`config.mk`:
```
export PLATFORM = sky130hd
export DESIGN_NAME = pio_input_debouncer_flat
export DESIGN_NICKNAME = d
export VERILOG_FILES = /design/src/rtl/pio_input_debouncer_if.sv /design/src/rtl/pio_input_debouncer.sv /design/src/flat_wrapper.sv
export SDC_FILE = /design/constraint.sdc
export NUM_CORES = 1
export LEC_CHECK = 0
export CAP_MARGIN = 30
export CORE_MARGIN = 2
export CORE_UTILIZATION = 55
export DETAILED_ROUTE_END_ITERATION = 8
export HOLD_SLACK_MARGIN = 0.03
export PLACE_DENSITY_LB_ADDON = 0.25
export SYNTH_ARGS = -nofsm -noshare
export SYNTH_HDL_FRONTEND = slang
export SYNTH_SLANG_ARGS = --single-unit
```
`constraint.sdc`:
```
create_clock -name clk -period 2 [get_ports clk]
set_input_delay 0.2 -clock clk [delete_from_list [all_inputs] [get_ports clk]]
set_output_delay 0.2 -clock clk [all_outputs]
set_load 0.02 [all_outputs]
```
`src/rtl/pio_input_debouncer_if.sv`:
```
// Signal bundle between the board-input debouncer and the PIO in_port / edge logic.
// The slave modport is the debouncer side; the master modport is the board/consumer side.
interface pio_input_debouncer_if #(
    parameter int WIDTH = 21
);
    logic [WIDTH-1:0] raw_in;
    logic [WIDTH-1:0] clean_out;
    logic [WIDTH-1:0] rise_pulse;
    logic [WIDTH-1:0] fall_pulse;
    logic             change_any;
    logic             sample_tick;

    modport master (
        output raw_in,
        input  clean_out,
        input  rise_pulse,
        input  fall_pulse,
        input  change_any,
        input  sample_tick
    );

    modport slave (
        input  raw_in,
        output clean_out,
        output rise_pulse,
        output fall_pulse,
        output change_any,
        output sample_tick
    );
endinterface

```
`src/rtl/pio_input_debouncer.sv`:
```
// Two-flop synchronizer plus per-bit tick-sampled debounce for the PIO input bus,
// with registered one-cycle rise/fall/change pulses aligned to clean_out updates.
module pio_input_debouncer #(
    parameter int               WIDTH        = 21,
    parameter int               TICK_DIV     = 50000,
    parameter int               STABLE_TICKS = 4,
    parameter logic [WIDTH-1:0] RESET_VALUE  = '0
) (
    input logic                 clk,
    input logic                 reset_n,
    pio_input_debouncer_if.slave bus
);

    localparam int PW = (TICK_DIV > 1) ? $clog2(TICK_DIV) : 1;
    localparam int CW = (STABLE_TICKS > 1) ? $clog2(STABLE_TICKS) : 1;
    localparam logic [PW-1:0] PRESC_LAST = PW'(TICK_DIV - 1);
    localparam logic [CW-1:0] CNT_LAST   = CW'(STABLE_TICKS - 1);

    logic [WIDTH-1:0]         s1_q, s1_d;
    logic [WIDTH-1:0]         s2_q, s2_d;
    logic [PW-1:0]            presc_q, presc_d;
    logic                     tick_q, tick_d;
    logic [WIDTH-1:0][CW-1:0] cnt_q, cnt_d;
    logic [WIDTH-1:0]         clean_q, clean_d;
    logic [WIDTH-1:0]         rise_q, rise_d;
    logic [WIDTH-1:0]         fall_q, fall_d;
    logic                     change_q, change_d;

    always_comb begin
        s1_d     = bus.raw_in;
        s2_d     = s1_q;
        presc_d  = (presc_q == PRESC_LAST) ? '0 : presc_q + 1'b1;
        tick_d   = (presc_q == PRESC_LAST);
        cnt_d    = cnt_q;
        clean_d  = clean_q;
        rise_d   = '0;
        fall_d   = '0;
        // A sample equal to the clean level restarts the count, so glitches never accumulate.
        if (tick_q) begin
            for (int i = 0; i < WIDTH; i++) begin
                if (s2_q[i] == clean_q[i]) begin
                    cnt_d[i] = '0;
                end else if (cnt_q[i] == CNT_LAST) begin
                    clean_d[i] = s2_q[i];
                    cnt_d[i]   = '0;
                    rise_d[i]  = s2_q[i];
                    fall_d[i]  = ~s2_q[i];
                end else begin
                    cnt_d[i] = cnt_q[i] + 1'b1;
                end
            end
        end
        change_d = |{rise_d, fall_d};
    end

    always_ff @(posedge clk or negedge reset_n) begin
        if (!reset_n) begin
            s1_q     <= '0;
            s2_q     <= '0;
            presc_q  <= '0;
            tick_q   <= 1'b0;
            cnt_q    <= '0;
            clean_q  <= RESET_VALUE;
            rise_q   <= '0;
            fall_q   <= '0;
            change_q <= 1'b0;
        end else begin
            s1_q     <= s1_d;
            s2_q     <= s2_d;
            presc_q  <= presc_d;
            tick_q   <= tick_d;
            cnt_q    <= cnt_d;
            clean_q  <= clean_d;
            rise_q   <= rise_d;
            fall_q   <= fall_d;
            change_q <= change_d;
        end
    end

    assign bus.clean_out   = clean_q;
    assign bus.rise_pulse  = rise_q;
    assign bus.fall_pulse  = fall_q;
    assign bus.change_any  = change_q;
    assign bus.sample_tick = tick_q;

endmodule

```
`src/flat_wrapper.sv`:
```
// flat-port wrapper written by rule: the top's interface ports become plain ports
module pio_input_debouncer_flat 
#(
    parameter int               WIDTH        = 21,
    parameter int               TICK_DIV     = 50000,
    parameter int               STABLE_TICKS = 4,
    parameter logic [WIDTH-1:0] RESET_VALUE  = '0
)
  (clk, reset_n, bus_raw_in, bus_clean_out, bus_rise_pulse, bus_fall_pulse, bus_change_any, bus_sample_tick);
  pio_input_debouncer_if #(.WIDTH(WIDTH)) bus_i ();
  input logic clk;
  input logic reset_n;
  input wire logic [$bits(bus_i.raw_in)-1:0] bus_raw_in;
  output wire logic [$bits(bus_i.clean_out)-1:0] bus_clean_out;
  output wire logic [$bits(bus_i.rise_pulse)-1:0] bus_rise_pulse;
  output wire logic [$bits(bus_i.fall_pulse)-1:0] bus_fall_pulse;
  output wire logic [$bits(bus_i.change_any)-1:0] bus_change_any;
  output wire logic [$bits(bus_i.sample_tick)-1:0] bus_sample_tick;
  assign bus_i.raw_in = bus_raw_in;
  assign bus_clean_out = bus_i.clean_out;
  assign bus_rise_pulse = bus_i.rise_pulse;
  assign bus_fall_pulse = bus_i.fall_pulse;
  assign bus_change_any = bus_i.change_any;
  assign bus_sample_tick = bus_i.sample_tick;
  pio_input_debouncer #(.WIDTH(WIDTH), .TICK_DIV(TICK_DIV), .STABLE_TICKS(STABLE_TICKS), .RESET_VALUE(RESET_VALUE)) u_core (.clk(clk), .reset_n(reset_n), .bus(bus_i));
endmodule
```
==> impl_summary.txt, run 1 <==
----------------------------------------------------
[GRT]
  Aggregate global-route resource usage ... 0.2297
  Via count of the first global-routing pass ... 4,585
  Congestion Overflow GR ... 0
  Antenna violations before repair ... 0
  Largest net degree at the start of global routing ... 59
  Wire length of the first global-routing pass ... between 20,000 and 25,000 µm

[STA]
  Final hold violations ... 0
  Setup clock skew after layout ... 0.01693 ns
  Period minus WS final ... around 1.9 ns
  Hold slack ... about 0.2 ns
  Count of endpoints failing setup in the final report ... 0
  RSZ-0062 raised after global routing ... false
  Number of max-slew violations in the final report ... 0
  Worst slew slack as a fraction of its limit ... 0.6191
  Smallest setup slack after layout ... between 0.1 and 0.15 ns
  Aggregate negative setup slack ... 0 ns
  Achievable Freq ... ~0.53 GHz
  Slew at the pin with the worst max-slew slack ... 0.5713 ns
  Final period util ... 0.9423

[Floorplanning]
  Die Width ... ~110 µm
  Core Footprint ... 0.01152 mm²
  Die Height ... roughly 110 µm
  Row cnt ... 39
  Total die area ... 0.01280 mm²
  # IOs ... 88
  Starting utilization of the core area ... 0.5689

[Flow run]
  Max-capacitance violation count ... 0

[Route]
  First-iteration detailed-routing DRC count ... 320
  DRC violations left ... 8
  Average detailed-routed wire length per instance ... 17.38 µm
  Total Routed Length ... approximately 14,000 µm
  Detail Route Antenna Nets ... 0
  Total via count after detailed routing ... 4,280
  Detailed-routing iteration count for the pre-antenna-repair pass ... 7
  Mean number of vias per cell ... 5.473

[Synth]
  Post-synthesis share of cell area spent on full adders, half adders and majority gates ... 0.04202
  Post-synthesis simple-gate area fraction ... 0.1413
  Mapped Area ... about 0.0066 mm²
  Sequential share of the synthesized area ... 0.6303
  Number of instances in the synthesized netlist ... 515
  Syn avg cell area ... 12.72 µm²
  Largest family of logic cells by synthesized area ... simple AND/OR/NAND/NOR gates
  Synth warn ... 0
  Number of nets in the synthesized netlist ... 560
  Mux cell area share after synthesis ... 0.07353
  Area share of xor/xnor cells in the synthesized design ... 0.04011
  Yosys reg bits ... 165
  Netlist cell types ... 37
  Post-synthesis compound-gate area fraction ... 0.02998

[Placed design]
  Total half-perimeter wirelength after legalization and detailed placement ... 9324 µm
  Number of buffer cells added on primary ports ... 87
  Last weighted congestion value of the routability-driven placer ... 0.7968
  Post-Place Cells ... roughly 750
  Post-placement worst setup slack ... 0.2132 ns

[Critical path]
  Crit-path max cell delay ... 0.63 ns
  WP buf/inv ... 2
  Type of the worst setup path ... reg2out
  Critical path, cell by cell ... buf_4 -> clkdlybuf4s50_1
  CP arrival ... roughly 1.7 ns
  Biggest fanout along the worst timing path ... 11
  CP max-delay cell ... sky130_fd_sc_hd__clkdlybuf4s50_1
  Critical path capture point type ... primary output
  Worst Setup Start Kind ... flip-flop
  CP Data Required Time ... 1.80 ns
  Category of cells accounting for the largest share of critical-path delay ... buffers and inverters
  Reg2Reg Setup Slack ... 0.20 ns

[Status]
  Result of the run ... finished with violations
  Violated checks ... design-rule violations

[Clock tree]
  Clock sink count ... 165
  Cell at the root of the clock tree ... sky130_fd_sc_hd__clkbuf_16
  Skew-Pair Late Insertion Delay ... around 0.43 ns
  Inserted Clock Buffers ... 17
  Maximum clock insertion buffer count ... 2
  Post-CTS clock slew at the launch and capture registers of the worst setup and hold paths ... roughly 0.06 ns
  TritonCTS clock tree ... yes
  Depth of the CTS H-tree ... 4

[Cells and area]
  Share of cells above drive strength 1 ... 0.1502
  Final net count ... 672
  Finished Layout Cells ... 782
  Area growth, synth to finish ... 27.58%
  Ant diodes ... 0

[Pwr]
  Pleak ... 4.145 nW
  Worst vdd ir ... 0.0008016 V
  Power density relative to cell area ... 834.0 mW/mm²

[Min path]
  Hold/Removal Path Class ... in2reg

----------------------------------------------------
==> through the flow <==
stage / total power, mW / utilization / area (µm²)
final: 6.970 / 0.7258 / 8358
after global routing: 7.193 / 0.7258 / 8358
after CTS: 7.031 / 0.7258 / 8358
after detailed placement: 3.643 / 0.6695 / 7710
after global placement: 3.636 / 0.6695 / 7710
after floorplan: 3.501 / - / 6551
==> cell families (layout without fill, tap and decap cells) <==
kind of cell | count (synthesis) | count (layout)
flip-flops | 165 | 165
AO/OA/AOI/OAI | 31 | 31
multiplexers | 43 | 43
adder cells (fa/ha/maj) | 22 | 22
AND/OR/NAND/NOR | 152 | 152
buffers and inverters | 72 | 196
XOR/XNOR | 30 | 30
==> cell usage in the layout, fill, tap and decap left out, types with 14 or more instances in the layout <==
cell | netlist | layout
sky130_fd_sc_hd__o22ai_1 | 20 | 20
sky130_fd_sc_hd__clkdlybuf4s50_1 | 0 | 86
sky130_fd_sc_hd__nor3_1 | 22 | 22
sky130_fd_sc_hd__clkbuf_16 | 0 | 17
sky130_fd_sc_hd__ha_1 | 22 | 22
sky130_fd_sc_hd__xnor2_1 | 23 | 23
sky130_fd_sc_hd__inv_1 | 59 | 59
sky130_fd_sc_hd__nand2_1 | 45 | 45
sky130_fd_sc_hd__nand4b_1 | 32 | 32
sky130_fd_sc_hd__buf_4 | 0 | 14
sky130_fd_sc_hd__dfrtp_1 | 165 | 164
sky130_fd_sc_hd__mux2_2 | 41 | 41
==> state kept, by name, indices dropped and copies added, names as in the netlist <==
register / cells
u_core.bus.change_any: 1
u_core.bus.fall_pulse: 21
u_core.bus.rise_pulse: 21
u_core.s2_q: 21
u_core.cnt_q: 42
u_core.bus.sample_tick: 1
u_core.bus.clean_out: 21
u_core.presc_q: 16
u_core.s1_q: 21
==> area by class of cell <==
type | count | area (µm²)
Fill cell | 768 | 3158
Sequential cell | 165 | 4133
Inverter | 59 | 221.5
Timing Repair Buffer | 106 | 1067
Clock buffer | 22 | 464.2
Tap cell | 143 | 178.9
Multi-Input combinational cell | 278 | 2142
Clock inverter | 9 | 151.4
==> power breakdown <==
part	internal [mW]	leakage [nW]	total, mW	switching [mW]
combinational	0.0754	1.65	0.164	0.0882
clock	2.14	0.300	3.39	1.25
sequential	3.38	2.19	3.42	0.0363
==> worst paths after layout <==
path,startpoint,endpoint,cells past startpoint
max,u_core.bus.sample_tick,bus_sample_tick,2
max in group asynchronous,reset_n,u_core.s2_q[2],3
min in group asynchronous,reset_n,u_core.s2_q[17],2
min reg2reg,u_core.s1_q[11],u_core.s2_q[11],0
min,bus_raw_in[9],u_core.s1_q[9],1
max reg2reg,u_core.bus.sample_tick,u_core.bus.change_any,6
==> what timing repair did <==
action	in CTS	in global routing
endpoints found under the hold margin	52	0
setup endpoints to repair	1	0
resized for setup	0	0
setup buffers	3	0
hold buffers	1	0
==> layer usage <==
layer | GRT usage | part of all wire | up-vias
met5 | 0 | 0 | -
met1 | 0.2919 | 0.43 | 2148
met3 | 0.06213 | 0.051 | 18
li1 | - | - | 2004
met4 | 0.09837 | 0.015 | 0
met2 | 0.3749 | 0.51 | 110
==> synthesized netlist by cell type <==
cell                       count  area (µm²)
sky130_fd_sc_hd__or3_1         1       6.260
sky130_fd_sc_hd__nor2b_1       3       18.77
sky130_fd_sc_hd__and4b_1       1       10.01
sky130_fd_sc_hd__buf_2         8       40.04
sky130_fd_sc_hd__mux2i_1       2       20.02
sky130_fd_sc_hd__nor3_4        1       16.27
sky130_fd_sc_hd__nand2_1      45       168.9
sky130_fd_sc_hd__nand3_1       6       30.03
sky130_fd_sc_hd__nand4b_1     32       280.3
sky130_fd_sc_hd__a21o_1        1       7.510
sky130_fd_sc_hd__and3_1        2       12.51
sky130_fd_sc_hd__xnor2_1      23       201.4
sky130_fd_sc_hd__nor3_1       22       110.1
sky130_fd_sc_hd__nand4_1      10       62.56
sky130_fd_sc_hd__o31ai_1       1       7.510
sky130_fd_sc_hd__nand4_2       1       12.51
sky130_fd_sc_hd__a22o_1        2       17.52
sky130_fd_sc_hd__ha_1         22       275.3
sky130_fd_sc_hd__inv_1        59       221.5
sky130_fd_sc_hd__nand4_4       1       21.27
sky130_fd_sc_hd__nand2b_1      1       6.260
sky130_fd_sc_hd__buf_1         3       11.26
sky130_fd_sc_hd__and2_1        2       12.51
sky130_fd_sc_hd__nor4_1        4       25.02
sky130_fd_sc_hd__nor2_1       10       37.54
sky130_fd_sc_hd__and3_4        1       11.26
sky130_fd_sc_hd__o32ai_1       1       8.760
sky130_fd_sc_hd__mux2_2       41       461.7
sky130_fd_sc_hd__xor2_1        7       61.31
sky130_fd_sc_hd__dfrtp_1     165        4129
sky130_fd_sc_hd__clkbuf_1      2       7.510
sky130_fd_sc_hd__o21ai_0       5       25.02
sky130_fd_sc_hd__a21oi_1       1       5.000
sky130_fd_sc_hd__and3_2        2       15.01
sky130_fd_sc_hd__nor4b_4       1       23.77
sky130_fd_sc_hd__o22ai_1      20       125.1
sky130_fd_sc_hd__nor3b_1       6       45.04
Power figures use the tool's default switching activity.
==> run 2: changes to the inputs <==
--- a/config.mk
+++ b/config.mk
@@ -7,10 +7,10 @@
 export LEC_CHECK = 0
 export CAP_MARGIN = 30
 export CORE_MARGIN = 2
-export CORE_UTILIZATION = 55
+export CORE_UTILIZATION = 28
 export DETAILED_ROUTE_END_ITERATION = 8
 export HOLD_SLACK_MARGIN = 0.03
-export PLACE_DENSITY_LB_ADDON = 0.25
+export PLACE_DENSITY = 0.43
 export SYNTH_ARGS = -nofsm -noshare
 export SYNTH_HDL_FRONTEND = slang
 export SYNTH_SLANG_ARGS = --single-unit
==> impl_summary.txt, run 2 (synthesis gave the netlist of run 1 again) <==
----------------------------------------------------
[Route]
  Mean number of vias per cell ... 4.350 (-21%)
  DRC violations left ... 0 (-8)
  Detail Route Antenna Nets ... 0 (unchanged)
  Detailed-routing iteration count for the pre-antenna-repair pass ... 4 (-3)
  Average detailed-routed wire length per instance ... 15.22 µm (-12%)
  First-iteration detailed-routing DRC count ... 146 (-54%)
  Total Routed Length ... 14,340 µm (+5.5%)
  Total via count after detailed routing ... 4,098 (-4.3%)

[Clock tree]
  TritonCTS clock tree ... yes
  Post-CTS clock slew at the launch and capture registers of the worst setup and hold paths ... 0.07 ns (about the same)
  Cell at the root of the clock tree ... sky130_fd_sc_hd__clkbuf_16
  Post-CTS setup-driven buffer insertion count ... 0 (-3)
  Clock sink count ... 165 (unchanged)
  Skew-Pair Late Insertion Delay ... 0.43 ns (about the same)
  Inserted Clock Buffers ... 17 (unchanged)
  Maximum clock insertion buffer count ... 2 (unchanged)
  Depth of the CTS H-tree ... 4 (unchanged)

[Placed design]
  Number of buffer cells added on primary ports ... 87 (unchanged)
  Total half-perimeter wirelength after legalization and detailed placement ... 10,140 µm (+8.7%)
  Last weighted congestion value of the routability-driven placer ... 0.7343 (-7.8%)
  Post-Place Cells ... 910 (+22%)
  Standard cell area after detailed placement ... 0.007870 mm² (+2.1%)
  Post-placement worst setup slack ... -0.02593 ns (-0.2391 ns)

[Critical path]
  CP Data Required Time ... 1.80 ns (about the same)
  Worst r2r src ... u_core.bus.sample_tick
  Crit-path max cell delay ... 0.57 ns (-0.06 ns)
  Capturing element of the worst setup path ... bus_sample_tick
  Critical path capture point type ... primary output
  Register-to-Register Path Depth ... 5 (-1)
  Type of the worst setup path ... reg2out
  Critical register-to-register path endpoint ... u_core.bus.change_any
  CP arrival ... 1.67 ns (about the same)
  Reg2Reg Setup Slack ... 0.26 ns (+0.06 ns)
  Critical path, cell by cell ... buf_12 -> buf_4 -> dlygate4sd2_1
  Worst Setup Start Kind ... flip-flop
  Timing startpoint of the critical path ... u_core.bus.sample_tick
  Biggest fanout along the worst timing path ... 25 (+14)
  CP max-delay cell ... sky130_fd_sc_hd__dfrtp_4

[Floorplanning]
  # IOs ... 88 (unchanged)
  Starting utilization of the core area ... 0.2876 (-0.2813)
  Die Height ... 157.0 µm (+39%)
  Total die area ... 0.02464 mm² (+92%)
  Core Footprint ... 0.02278 mm² (+98%)
  Die Width ... 157.0 µm (+39%)
  Row cnt ... 55 (+41%)

[Cells and area]
  Finished Layout Cells ... 942 (+20%)
  Highest-count cells in the layout ignoring fill and taps ... sky130_fd_sc_hd__dfrtp_1 (164), sky130_fd_sc_hd__clkdlybuf4s50_1 (85), sky130_fd_sc_hd__inv_1 (59)
  Flip-flop count of the largest register after layout ... 42 (unchanged)
  Finished Cell Area ... 0.008513 mm² (+1.9%)
  Share of cells above drive strength 1 ... 0.1415 (-0.008740)
  Leading cell type in the layout, fill and taps excluded ... sky130_fd_sc_hd__dfrtp_1
  Final net count ... 663 (-1.3%)
  Area growth, synth to finish ... 29.95%
  Top reg by flops ... u_core.cnt_q
  Ant diodes ... 0 (unchanged)

[Min path]
  Hold Path Stages ... 1 (unchanged)
  Hold/Removal Path Class ... in2reg

[STA]
  Worst slew slack as a fraction of its limit ... 0.6755 (+0.05633)
  Count of endpoints failing setup in the final report ... 0 (unchanged)
  Setup clock skew after layout ... 0.008955 ns (-0.007971 ns)
  RSZ-0062 raised after global routing ... false
  Smallest setup slack after layout ... 0.1281 ns (+0.01278 ns)
  Hold slack ... 0.2069 ns (+0.007624 ns)
  Period minus WS final ... 1.872 ns (-0.01278 ns)
  Slew at the pin with the worst max-slew slack ... 0.4853 ns (-0.08600 ns)
  Achievable Freq ... 0.5342 GHz (+0.68%)
  Number of max-slew violations in the final report ... 0 (unchanged)
  Final period util ... 0.9360 (-0.006390)
  Final hold violations ... 0 (unchanged)

[GRT]
  Largest net degree at the start of global routing ... 63 (+6.8%)
  Wire length of the first global-routing pass ... 23,160 µm (+2.8%)
  Congestion Overflow GR ... 0 (unchanged)
  Via count of the first global-routing pass ... 4,362 (-4.9%)
  Aggregate global-route resource usage ... 0.1250 (-0.1047)
  Antenna violations before repair ... 0 (unchanged)

[Pwr]
  Power density relative to cell area ... 806.4 mW/mm² (-3.3%)
  Pleak ... 4.100 nW (-1.1%)
  Power consumption ... 6.865 mW (-1.5%)
  Worst vdd ir ... 0.0005457 V (-32%)

[Flow run]
  Max-capacitance violation count ... 0 (unchanged)

[Status]
  Result of the run ... completed

----------------------------------------------------
## run 2: cell count changes in the layout (fill, tap and decap cells not counted), sizes merged
| cell | change |
|---|---|
| clkinvlp | +1 |
| clkbuf | -1 |
| bufinv | -1 |
| dlygate4sd2 | +1 |
| buf | -10 |
| bufbuf | +1 |
| clkdlybuf4s50 | -1 |
## run 2: layout make-up
cell class              instances  area, µm²
fillers                      2200      14260
flip-flops and latches        165       4133
multi-input cells             278       2155
repair buffers                 97       1023
clock buffers                  21      460.4
well taps                     313      391.6
inverters                      59      221.5
clock inverters                 9      128.9
## run 2: through the flow
| stage | TNS [ns] | util |
|---|---|---|
| after floorplan | 0 | - |
| after global placement | -0.02668 | 0.3455 |
| after detailed placement | -0.02593 | 0.3455 |
| after CTS | 0 | 0.3735 |
| after global routing | 0 | 0.3737 |
| final | 0 | 0.3737 |
## run 2: power by group
part / internal [mW] / leakage (nW) / switching [mW] / total [mW]
sequential: 3.38 / 2.19 / 0.0339 / 3.42
combinational: 0.0716 / 1.62 / 0.0876 / 0.159
clock: 2.01 / 0.285 / 1.28 / 3.29
## run 2: critical path, delay by kind of cell, from the launching register on
kind | cells | cell delay, ns
flip-flops | 1 | 0.57
buffers and inverters | 3 | 0.68
## run 2: how the worst min path moves through the flow
| stage | start | endpoint | slack (ns) |
|---|---|---|---|
| 2_1_floorplan | reset_n | u_core.bus.change_any | -0.1 |
| 3_3_place_gp | reset_n | u_core.s1_q[3] | 0.18 |
| 3_5_place_dp | reset_n | u_core.s1_q[3] | 0.19 |
| 4_1_cts | bus_raw_in[14] | u_core.s1_q[14] | 0.19 |
| 5_1_grt | bus_raw_in[14] | u_core.s1_q[14] | 0.19 |
| 6_report | bus_raw_in[16] | u_core.s1_q[16] | 0.21 |
## run 2: what timing repair did
item / 4_1_cts / 5_1_grt
gates cloned: 1 / 0
hold buffers: 1 / 0
setup endpoints to repair: 2 / 1
hold endpoints to repair: 47 / 0
gates resized for setup: 2 / 1
## run 2: routing by layer
metal | GRT usage | vias to the layer above | share of wire
li1 | - | 1970 | -
met1 | 0.1576 | 2041 | 0.44
met2 | 0.2038 | 72 | 0.50
met3 | 0.03497 | 15 | 0.046
met4 | 0.04849 | 0 | 0.016
met5 | 0 | - | 0
==> run 3: changes to the inputs <==
--- a/config.mk
+++ b/config.mk
@@ -5,10 +5,12 @@
 export SDC_FILE = /design/constraint.sdc
 export NUM_CORES = 1
 export LEC_CHECK = 0
+export ABC_CLOCK_PERIOD_IN_PS = 2000
 export CAP_MARGIN = 30
 export CORE_MARGIN = 2
 export CORE_UTILIZATION = 28
 export DETAILED_ROUTE_END_ITERATION = 8
+export GPL_TIMING_DRIVEN = 0
 export HOLD_SLACK_MARGIN = 0.03
 export PLACE_DENSITY = 0.43
 export SYNTH_ARGS = -nofsm -noshare
==> impl_summary.txt, run 3 (synthesis gave the netlist of run 1 again) <==
----------------------------------------------------
[Cells and area]
  Top reg by flops ... u_core.cnt_q
  Final net count ... 668 (+0.75%)
  Flip-flop count of the largest register after layout ... 42 (unchanged)
  Leading cell type in the layout, fill and taps excluded ... sky130_fd_sc_hd__dfrtp_1
  Finished Cell Area ... 0.008471 mm² (-0.50%)
  Ant diodes ... 0 (unchanged)
  Finished Layout Cells ... 949 (+0.74%)
  Final cell utilization of the core ... 0.3719 (-0.001867)
  Area growth, synth to finish ... 29.30%
  Highest-count cells in the layout ignoring fill and taps ... sky130_fd_sc_hd__dfrtp_1 (165), sky130_fd_sc_hd__clkdlybuf4s50_1 (86), sky130_fd_sc_hd__inv_1 (59)
  Share of cells above drive strength 1 ... 0.1478 (+0.006304)

[STA]
  RSZ-0062 raised after global routing ... false
  Period minus WS final ... 1.926 ns (+0.05361 ns)
  Count of endpoints failing setup in the final report ... 0 (unchanged)
  Aggregate negative setup slack ... 0 ns (unchanged)
  Smallest setup slack after layout ... 0.07447 ns (-0.05361 ns)
  Final period util ... 0.9628 (+0.02681)
  Number of max-slew violations in the final report ... 0 (unchanged)
  Setup clock skew after layout ... 0.008693 ns (-0.0002623 ns)
  Slew at the pin with the worst max-slew slack ... 0.6682 ns (+0.1829 ns)
  Worst slew slack as a fraction of its limit ... 0.5545 (-0.1210)
  Achievable Freq ... 0.5193 GHz (-2.8%)
  Hold slack ... 0.2063 ns (-0.0006680 ns)
  Final hold violations ... 0 (unchanged)

[Min path]
  Hold/Removal Path Class ... in2reg

[Floorplanning]
  Starting utilization of the core area ... 0.2876 (unchanged)
  # IOs ... 88 (unchanged)
  Die Height ... 157.0 µm (unchanged)
  Die Width ... 157.0 µm (unchanged)
  Row cnt ... 55 (unchanged)
  Total die area ... 0.02464 mm² (unchanged)
  Core Footprint ... 0.02278 mm² (unchanged)

[GRT]
  Via count of the first global-routing pass ... 4,478 (+2.7%)
  Antenna violations before repair ... 0 (unchanged)
  Aggregate global-route resource usage ... 0.1294 (+0.004451)
  Largest net degree at the start of global routing ... 85 (+35%)
  Congestion Overflow GR ... 0 (unchanged)
  Wire length of the first global-routing pass ... 23,790 µm (+2.7%)

[Critical path]
  Critical path, cell by cell ... buf_2 -> buf_2 -> nand4b_1 -> nand4_1 -> nor4_4 -> nand4_1
  Worst Setup Start Kind ... flip-flop
  Crit-path max cell delay ... 0.38 ns (-0.19 ns)
  WP buf/inv ... 2 (-1)
  CP arrival ... 2.20 ns (+0.53 ns)
  CP max-delay cell ... sky130_fd_sc_hd__dfrtp_1
  Reg2Reg Setup Slack ... 0.07 ns (-0.19 ns)
  Category of cells accounting for the largest share of critical-path delay ... simple AND/OR/NAND/NOR gates
  CP Data Required Time ... 2.27 ns (+0.47 ns)
  Biggest fanout along the worst timing path ... 10 (-60%)
  Critical path capture point type ... flip-flop
  Type of the worst setup path ... reg2reg

[Pwr]
  Power density relative to cell area ... 792.0 mW/mm² (-1.8%)
  Worst vdd ir ... 0.0004027 V (-26%)
  Power consumption ... 6.709 mW (-2.3%)
  Pleak ... 4.090 nW (-0.25%)

[Route]
  Total via count after detailed routing ... 4,162 (+1.6%)
  First-iteration detailed-routing DRC count ... 150 (+2.7%)
  Detailed-routing iteration count for the pre-antenna-repair pass ... 6 (+2)
  DRC violations left ... 0 (unchanged)
  Total Routed Length ... 15,020 µm (+4.7%)
  Mean number of vias per cell ... 4.386 (+0.81%)
  Detail Route Antenna Nets ... 0 (unchanged)
  Average detailed-routed wire length per instance ... 15.83 µm (+4.0%)

[Placed design]
  Standard cell area after detailed placement ... 0.007846 mm² (-0.30%)
  Number of buffer cells added on primary ports ... 87 (unchanged)
  Total half-perimeter wirelength after legalization and detailed placement ... 10,420 µm (+2.8%)
  Post-placement worst setup slack ... -0.09674 ns (-0.07081 ns)
  Post-Place Cells ... 916 (+0.66%)
  Last weighted congestion value of the routability-driven placer ... 0.7216 (-1.7%)

[Clock tree]
  Inserted Clock Buffers ... 17 (unchanged)
  Post-CTS clock slew at the launch and capture registers of the worst setup and hold paths ... 0.07 ns (about the same)
  Depth of the CTS H-tree ... 4 (unchanged)
  Cell at the root of the clock tree ... sky130_fd_sc_hd__clkbuf_16
  Maximum clock insertion buffer count ... 2 (unchanged)
  TritonCTS clock tree ... yes
  Skew-Pair Late Insertion Delay ... 0.42 ns (about the same)
  Clock sink count ... 165 (unchanged)

[Status]
  Result of the run ... completed

[Flow run]
  Max-capacitance violation count ... 0 (unchanged)

----------------------------------------------------
==> run 3: cell count changes in the layout (fill, tap and decap cells not counted), moves of 2 or more <==
cell | previous run | this run
sky130_fd_sc_hd__buf_2 | 0 | 7
sky130_fd_sc_hd__buf_12 | 4 | 0
sky130_fd_sc_hd__buf_1 | 0 | 3
sky130_fd_sc_hd__buf_4 | 4 | 1
sky130_fd_sc_hd__clkinv_4 | 1 | 4
sky130_fd_sc_hd__bufinv_16 | 3 | 1
sky130_fd_sc_hd__nor4_1 | 2 | 0
==> run 3: cell type report <==
cell class | instances | area [µm²]
fillers | 2205 | 14310
flip-flops and latches | 165 | 4129
multi-input cells | 278 | 2181
repair buffers | 89 | 913.4
clock buffers | 21 | 470.5
well taps | 313 | 391.6
inverters | 59 | 221.5
clock inverters | 11 | 102.6
plain buffers | 13 | 61.31
==> run 3: path summary, 6_finish.rpt <==
path | startpoint | cells after the start | to
worst max-delay path | u_core.bus.sample_tick | 6 | u_core.bus.change_any
worst min-delay path | bus_raw_in[16] | 1 | u_core.s1_q[16]
worst max register to register | u_core.bus.sample_tick | 6 | u_core.bus.change_any
worst min register to register | u_core.s1_q[19] | 0 | u_core.s2_q[19]
max in group asynchronous | reset_n | 3 | u_core.cnt_q[41]
min in group asynchronous | reset_n | 2 | u_core.bus.rise_pulse[1]
==> run 3: timing repair <==
item	CTS	global route
pin swaps	2	2
setup buffers	0	0
hold endpoints to repair	83	0
setup endpoints to repair	1	1
gates resized for setup	2	6
hold buffers	1	0
==> run 3: routing by layer <==
metal,part of all wire,GRT usage,routed length [µm]
met1,0.48,0.1679,7176
met2,0.47,0.2103,7110
met3,0.034,0.03139,518
met4,0.014,0.04806,211
met5,0,0,0
==> run 3: report_power, final <==
part	total, mW	switching, mW	internal (mW)
clock network	3.14	1.33	1.81
logic	0.157	0.0878	0.0688
registers	3.41	0.0327	3.38
==> run 3: worst register-to-register path, delay by kind of cell, from the launching register on <==
kind,cells,cell delay (ns)
buffers and inverters,2,0.47
DFF,1,0.38
and+or+nand+nor,4,0.92
